===== config.mk =====
export PLATFORM = sky130hd
export DESIGN_NAME = layer15_argmax_trainer
export DESIGN_NICKNAME = d
export VERILOG_FILES = /design/src/rtl/nn_train_pkg.sv /design/src/rtl/argmax_seq_15.sv /design/src/rtl/layer15_argmax_trainer.sv
export SDC_FILE = /design/constraint.sdc
export NUM_CORES = 1
export LEC_CHECK = 0
export ABC_AREA = 0
export CAP_MARGIN = 30
export CORE_UTILIZATION = 35
export DETAILED_ROUTE_END_ITERATION = 8
export PLACE_DENSITY_LB_ADDON = 0.3
export SYNTH_ARGS = -nofsm -noshare
export SYNTH_HDL_FRONTEND = slang
export SYNTH_SLANG_ARGS = --single-unit

===== constraint.sdc =====
create_clock -name clock -period 8.7 [get_ports clock]
set_input_delay 1.74 -clock clock [delete_from_list [all_inputs] [get_ports clock]]
set_output_delay 1.74 -clock clock [all_outputs]
set_load 0.02 [all_outputs]

===== src/rtl/nn_train_pkg.sv =====
// Shared types and constants for the 15-class argmax trainer: class index,
// layer activation format, trainer FSM states and a target-vector helper.
package nn_train_pkg;

    localparam int N_CLASSES = 15;
    localparam int CLASS_W   = 4;

    typedef logic [CLASS_W-1:0] class_idx_t;

    // Unsigned fraction in [0, 1]; all-ones is full scale.
    typedef logic [7:0] zero2one_t;
    localparam zero2one_t ZERO2ONE_ONE = 8'hFF;

    typedef zero2one_t [N_CLASSES-1:0] layer_vec_t;

    typedef enum logic [2:0] {
        S_IDLE   = 3'd0,
        S_EVAL   = 3'd1,
        S_WAIT   = 3'd2,
        S_SCAN   = 3'd3,
        S_LEARN  = 3'd4,
        S_RESULT = 3'd5
    } trainer_state_t;

    // One-hot full-scale target; an out-of-range label yields all zero.
    function automatic layer_vec_t target_vec(input class_idx_t label);
        layer_vec_t v;
        for (int i = 0; i < N_CLASSES; i++) begin
            v[i] = (label == class_idx_t'(i)) ? ZERO2ONE_ONE : 8'h00;
        end
        return v;
    endfunction

endpackage


===== src/rtl/argmax_seq_15.sv =====
// Sequential arg-max over a 15-entry activation snapshot: one compare per
// cycle, strictly-greater so ties keep the lowest index.
module argmax_seq_15
    import nn_train_pkg::*;
(
    input  logic       clock,
    input  logic       reset,
    input  logic       load,
    input  layer_vec_t data_in,
    output logic       done,
    output class_idx_t max_idx
);

    localparam class_idx_t LAST_IDX = class_idx_t'(N_CLASSES - 1);

    layer_vec_t data_r;
    zero2one_t  best_val_r;
    class_idx_t best_idx_r;
    class_idx_t idx_r;
    logic       running_r;
    zero2one_t  cur_s;
    logic       greater_s;

    assign cur_s     = data_r[idx_r];
    assign greater_s = (cur_s > best_val_r);

    // done coincides with the last compare so the caller can leave on that edge.
    assign done    = running_r && (idx_r == LAST_IDX);
    assign max_idx = greater_s ? idx_r : best_idx_r;

    // Snapshot load and running-maximum update.
    always_ff @(posedge clock or posedge reset) begin
        if (reset) begin
            data_r     <= '0;
            best_val_r <= 8'h00;
            best_idx_r <= 4'd0;
            idx_r      <= 4'd1;
            running_r  <= 1'b0;
        end else if (load) begin
            data_r     <= data_in;
            best_val_r <= data_in[0];
            best_idx_r <= 4'd0;
            idx_r      <= 4'd1;
            running_r  <= 1'b1;
        end else if (running_r) begin
            if (greater_s) begin
                best_val_r <= cur_s;
                best_idx_r <= idx_r;
            end else begin
                best_val_r <= best_val_r;
                best_idx_r <= best_idx_r;
            end
            if (idx_r == LAST_IDX) begin
                running_r <= 1'b0;
                idx_r     <= 4'd1;
            end else begin
                running_r <= 1'b1;
                idx_r     <= idx_r + 4'd1;
            end
        end else begin
            running_r <= 1'b0;
        end
    end

endmodule


===== src/rtl/layer15_argmax_trainer.sv =====
// Trainer control for the 15-neuron layer: evaluate, arg-max, one-hot learn,
// result handshake and saturating accuracy counters.
// Optional macro SKIP_CORRECT_LEARN_EN suppresses learning on correct samples.
module layer15_argmax_trainer
    import nn_train_pkg::*;
#(
    parameter int LAT   = 1,
    parameter int CNT_W = 16
) (
    input  logic             clock,
    input  logic             reset,
    input  logic             sample_valid,
    output logic             sample_ready,
    input  class_idx_t       sample_label,
    input  logic             train,
    output logic             layer_valid,
    output logic             layer_learn,
    input  layer_vec_t       layer_out,
    output layer_vec_t       expected_out,
    output logic             busy,
    output logic             result_valid,
    input  logic             result_ready,
    output class_idx_t       result_class,
    output logic             result_correct,
    output logic             label_err,
    output logic [CNT_W-1:0] sample_count,
    output logic [CNT_W-1:0] correct_count
);

    localparam logic [3:0] WAIT_INIT = 4'(LAT - 1);

    trainer_state_t state_r;
    class_idx_t     label_r;
    logic           train_r;
    logic [3:0]     wait_cnt_r;
    logic           scan_load_s;
    logic           scan_done_s;
    class_idx_t     scan_idx_s;
    logic           learn_ok_s;

    assign sample_ready = (state_r == S_IDLE);
    assign busy         = (state_r != S_IDLE);
    assign scan_load_s  = (state_r == S_WAIT) && (wait_cnt_r == 4'd0);

    argmax_seq_15 u_argmax (
        .clock   (clock),
        .reset   (reset),
        .load    (scan_load_s),
        .data_in (layer_out),
        .done    (scan_done_s),
        .max_idx (scan_idx_s)
    );

    // Learn condition evaluated on the final arg-max compare.
    always_comb begin
        learn_ok_s = train_r && !label_err;
`ifdef SKIP_CORRECT_LEARN_EN
        learn_ok_s = learn_ok_s && (scan_idx_s != label_r);
`else
        learn_ok_s = learn_ok_s;
`endif
    end

    // Trainer FSM with registered layer/result outputs and counters.
    always_ff @(posedge clock or posedge reset) begin
        if (reset) begin
            state_r        <= S_IDLE;
            label_r        <= 4'd0;
            train_r        <= 1'b0;
            wait_cnt_r     <= 4'd0;
            layer_valid    <= 1'b0;
            layer_learn    <= 1'b0;
            expected_out   <= '0;
            result_valid   <= 1'b0;
            result_class   <= 4'd0;
            result_correct <= 1'b0;
            label_err      <= 1'b0;
            sample_count   <= '0;
            correct_count  <= '0;
        end else begin
            case (state_r)
                S_IDLE: begin
                    if (sample_valid) begin
                        label_r      <= sample_label;
                        train_r      <= train;
                        label_err    <= (sample_label >= class_idx_t'(N_CLASSES));
                        expected_out <= target_vec(sample_label);
                        layer_valid  <= 1'b1;
                        state_r      <= S_EVAL;
                    end else begin
                        state_r      <= S_IDLE;
                    end
                end
                S_EVAL: begin
                    layer_valid <= 1'b0;
                    wait_cnt_r  <= WAIT_INIT;
                    state_r     <= S_WAIT;
                end
                S_WAIT: begin
                    if (wait_cnt_r == 4'd0) begin
                        state_r    <= S_SCAN;
                    end else begin
                        wait_cnt_r <= wait_cnt_r - 4'd1;
                    end
                end
                S_SCAN: begin
                    if (scan_done_s) begin
                        result_class   <= scan_idx_s;
                        result_correct <= (scan_idx_s == label_r) && !label_err;
                        layer_learn    <= learn_ok_s;
                        layer_valid    <= learn_ok_s;
                        state_r        <= S_LEARN;
                    end else begin
                        state_r        <= S_SCAN;
                    end
                end
                S_LEARN: begin
                    layer_learn  <= 1'b0;
                    layer_valid  <= 1'b0;
                    result_valid <= 1'b1;
                    if (sample_count != {CNT_W{1'b1}}) begin
                        sample_count <= sample_count + CNT_W'(1);
                    end else begin
                        sample_count <= sample_count;
                    end
                    if (result_correct && (correct_count != {CNT_W{1'b1}})) begin
                        correct_count <= correct_count + CNT_W'(1);
                    end else begin
                        correct_count <= correct_count;
                    end
                    state_r <= S_RESULT;
                end
                S_RESULT: begin
                    if (result_ready) begin
                        result_valid <= 1'b0;
                        expected_out <= '0;
                        state_r      <= S_IDLE;
                    end else begin
                        state_r      <= S_RESULT;
                    end
                end
                default: begin
                    layer_valid  <= 1'b0;
                    layer_learn  <= 1'b0;
                    result_valid <= 1'b0;
                    state_r      <= S_IDLE;
                end
            endcase
        end
    end

endmodule

==> impl_metrics.ini <==
[yosys]
yosys-top-cells-area = dfrtp_1 (49%), nand2_1 (15%), buf_4 (7.6%), mux4_2 (5.6%), mux2i_1 (2.0%)
syn_nets = 1238
synth_edf_count = 0
netlist_instances = 1096
ys.flop_type = dfrtp_1
synth.avg_cell_area_sq_um = 9.51
synth_common_cells = nand2_1 (403), dfrtp_1 (204), buf_4 (105)
synth.most_common_cell = nand2_1
yosysTopAreaCell = dfrtp_1
yosysWarningCount = 0
synth_top_area_frac = 0.490
async_flop_share = 1.00
netlist_area_sq_um = 10400
synth_cell_types = 67
seq_area_frac_synth = 0.492
ys_seq_elements = 205

[clock_network]
path_clk_slew_ns = 0.06
htree_levels = 1
ctsHoldBuffers = 0
clock_tree.root_cell = clkbuf_16
post-cts-setup-buffer-count = 0
cts_tree = yes
cts.sinks = 205
worstSkewPairLatency_ns = 0.53
clockBufferDepth = 3
ctsResizeCount = 0
cts_made_buffers = 25

[placed_design]
gp_congestion = 0.808
dp.final_hpwl_microns = 19700
place_area_sq_um = 12800
pre_cts_ws_ns = 4.18
io_buffers = 291

[routing]
route.detailed.drc = 0
ant_nets = 0
drtIter0Drc = 475
dr.pass1.iters = 5
dr_total_vias = 8053
wl_microns = 27200
via_per_inst = 4.84
wl_per_cell_microns = 16.3

[floorplanning]
dieArea_sq_um = 30500
ios = 292
start_util = 0.359
die_y_microns = 175
core_area_sq_um = 29000
rows = 62
die_x_microns = 175

[sta]
drv_slew = 0
finalCriticalPeriod_ns = 4.51
fin_skew_ns = 0.0217
rsz0062_at_grt = no
fmax_mhz = 222
fin_tns_setup_ns = 0
worstMarginPinSlew_ns = 0.945
hold_viol = 0
fin_crit_sh = 0.518
setup_slack_ns = 4.19
setup_viol = 0
max_slew_margin = 0.370

[setup_path]
required_ns = 9.08
worstSetupStartpoint = u_argmax.idx_r[0]$_DFFE_PP1P_
cp-start-kind = register
r2r_slack_ns = 4.19
critical_path_class = register to register
reg2reg_depth = 10
reg2reg_to = u_argmax.best_val_r[5]$_DFFE_PP0P_
crit_path_end_kind = register
worst-path-max-fanout = 33
reg2reg_from = u_argmax.idx_r[0]$_DFFE_PP1P_
worstPathArrival_ns = 4.89
endpoint = u_argmax.best_val_r[5]$_DFFE_PP0P_

[power]
p_leak_uw = 0.00629
powerDensity_nw_per_um2 = 339
peakVddDrop_v = 0.000154

[grt]
grt_first_pass_wirelength_microns = 43400
antenna_found_initial = 0
grt_max_degree = 131
grt_overflow = 0
grt_pass1_vias = 7922
grtUsageTotal = 0.179

[cells_and_area]
area_growth_syn_to_layout_pct = 31.1
final_nets = 1405
diodes = 0
stdcell_area_sq_um = 13700
drive_above_1_share = 0.0868
n_fill_cell = 2763

[run_status]
status = completed

[min_path]
min_path_type = register to register

[run]
maxCapViolCount = 0
## final cells by class
type	count	area, sq um	share of cell area
Inverter	26	105	0.00769
Clock inverter	10	63.8	0.00467
Multi-Input combinational cell	706	4170	0.305
Timing Repair Buffer	299	3010	0.220
Clock buffer	33	706	0.0516
Sequential cell	205	5130	0.375
Tap cell	384	480	0.0351
## per-layer routing
metal | routed length [microns] | share of wire | GRT usage
met5 | 0 | 0 | 0
met2 | 13100 | 0.48 | 0.303
met1 | 12000 | 0.44 | 0.240
met4 | 401 | 0.015 | 0.0409
met3 | 1610 | 0.059 | 0.0296
## flip-flops by register name, summed over array words and instances, names as in the netlist, 3 cells and up
name                 flops
correct_count           16
expected_out            15
label_r                  4
result_class             4
sample_count            16
state_r                  3
u_argmax.best_idx_r      4
u_argmax.best_val_r      8
u_argmax.data_r        120
u_argmax.idx_r           4
wait_cnt_r               4
## how the worst min path moves through the flow
stage                                                 from  cells past startpoint                          endpoint
final                      u_argmax.data_r[67]$_DFFE_PP0P_                      2   u_argmax.data_r[67]$_DFFE_PP0P_
after CTS                  u_argmax.data_r[67]$_DFFE_PP0P_                      2   u_argmax.data_r[67]$_DFFE_PP0P_
after detailed placement   u_argmax.data_r[67]$_DFFE_PP0P_                      2   u_argmax.data_r[67]$_DFFE_PP0P_
after global routing        u_argmax.data_r[4]$_DFFE_PP0P_                      2    u_argmax.data_r[4]$_DFFE_PP0P_
after floorplan           u_argmax.data_r[103]$_DFFE_PP0P_                      2  u_argmax.data_r[103]$_DFFE_PP0P_
after global placement     u_argmax.data_r[67]$_DFFE_PP0P_                      2   u_argmax.data_r[67]$_DFFE_PP0P_
## cells in the final DEF (no fill, tap or decap), types with 5 or more instances in the layout
master / synthesis / routed
a21oi_1: 18 / 18
a221o_1: 6 / 6
buf_4: 105 / 6
clkbuf_16: 0 / 25
clkbuf_8: 0 / 5
clkdlybuf4s50_1: 0 / 291
clkinv_2: 0 / 6
dfrtp_1: 204 / 204
ha_1: 13 / 13
inv_1: 21 / 20
inv_2: 5 / 5
mux2_2: 9 / 9
mux2i_1: 21 / 21
mux4_2: 26 / 26
nand2_1: 403 / 402
nand3_1: 15 / 15
nand4_1: 8 / 8
nor2_1: 28 / 28
nor2_2: 5 / 5
nor3_1: 8 / 8
o211ai_1: 7 / 7
o21ai_0: 14 / 14
o21ai_1: 17 / 17
o31ai_1: 6 / 6
xnor2_1: 24 / 24
xor2_1: 12 / 12
## power by group
group,switching [uW],total [uW],internal (uW)
Combinational,1060,2030,964
Sequential,322,1640,1310
Clock,401,970,568
Total,1790,4630,2850
## cells by family (layout without fill, tap and decap cells)
logic type,after synthesis,after routing,share of synthesized area
flops,205,205,0.492
buf+inv,185,368,0.109
simple gates,498,498,0.198
xor+xnor,36,36,0.0302
fa+ha+maj,13,13,0.0156
compound gates,100,100,0.0659
mux,59,59,0.0893
## worst max-delay path, stage by stage, from the launching register on
cell,delay (ns)
dfstp_2,1.14
mux4_2,0.61
mux4_2,0.50
ha_1,0.32
nor2b_1,0.13
o211ai_1,0.26
a21oi_2,0.14
a21oi_4,0.28
or2_1,0.61
mux2i_1,0.28
o21ai_1,0.07
## through the flow
step	power [uW]	util	hold WS [ns]	std cells
3_3_place_gp	3630	0.443	0.453	1618
6_report	4630	0.471	0.474	1663
2_1_floorplan	3140	-	0.438	1096
4_1_cts	4670	0.469	0.476	1661
5_1_grt	4960	0.471	0.493	1663
3_5_place_dp	3680	0.443	0.462	1618
No activity file was read; power rests on OpenSTA's default activity.
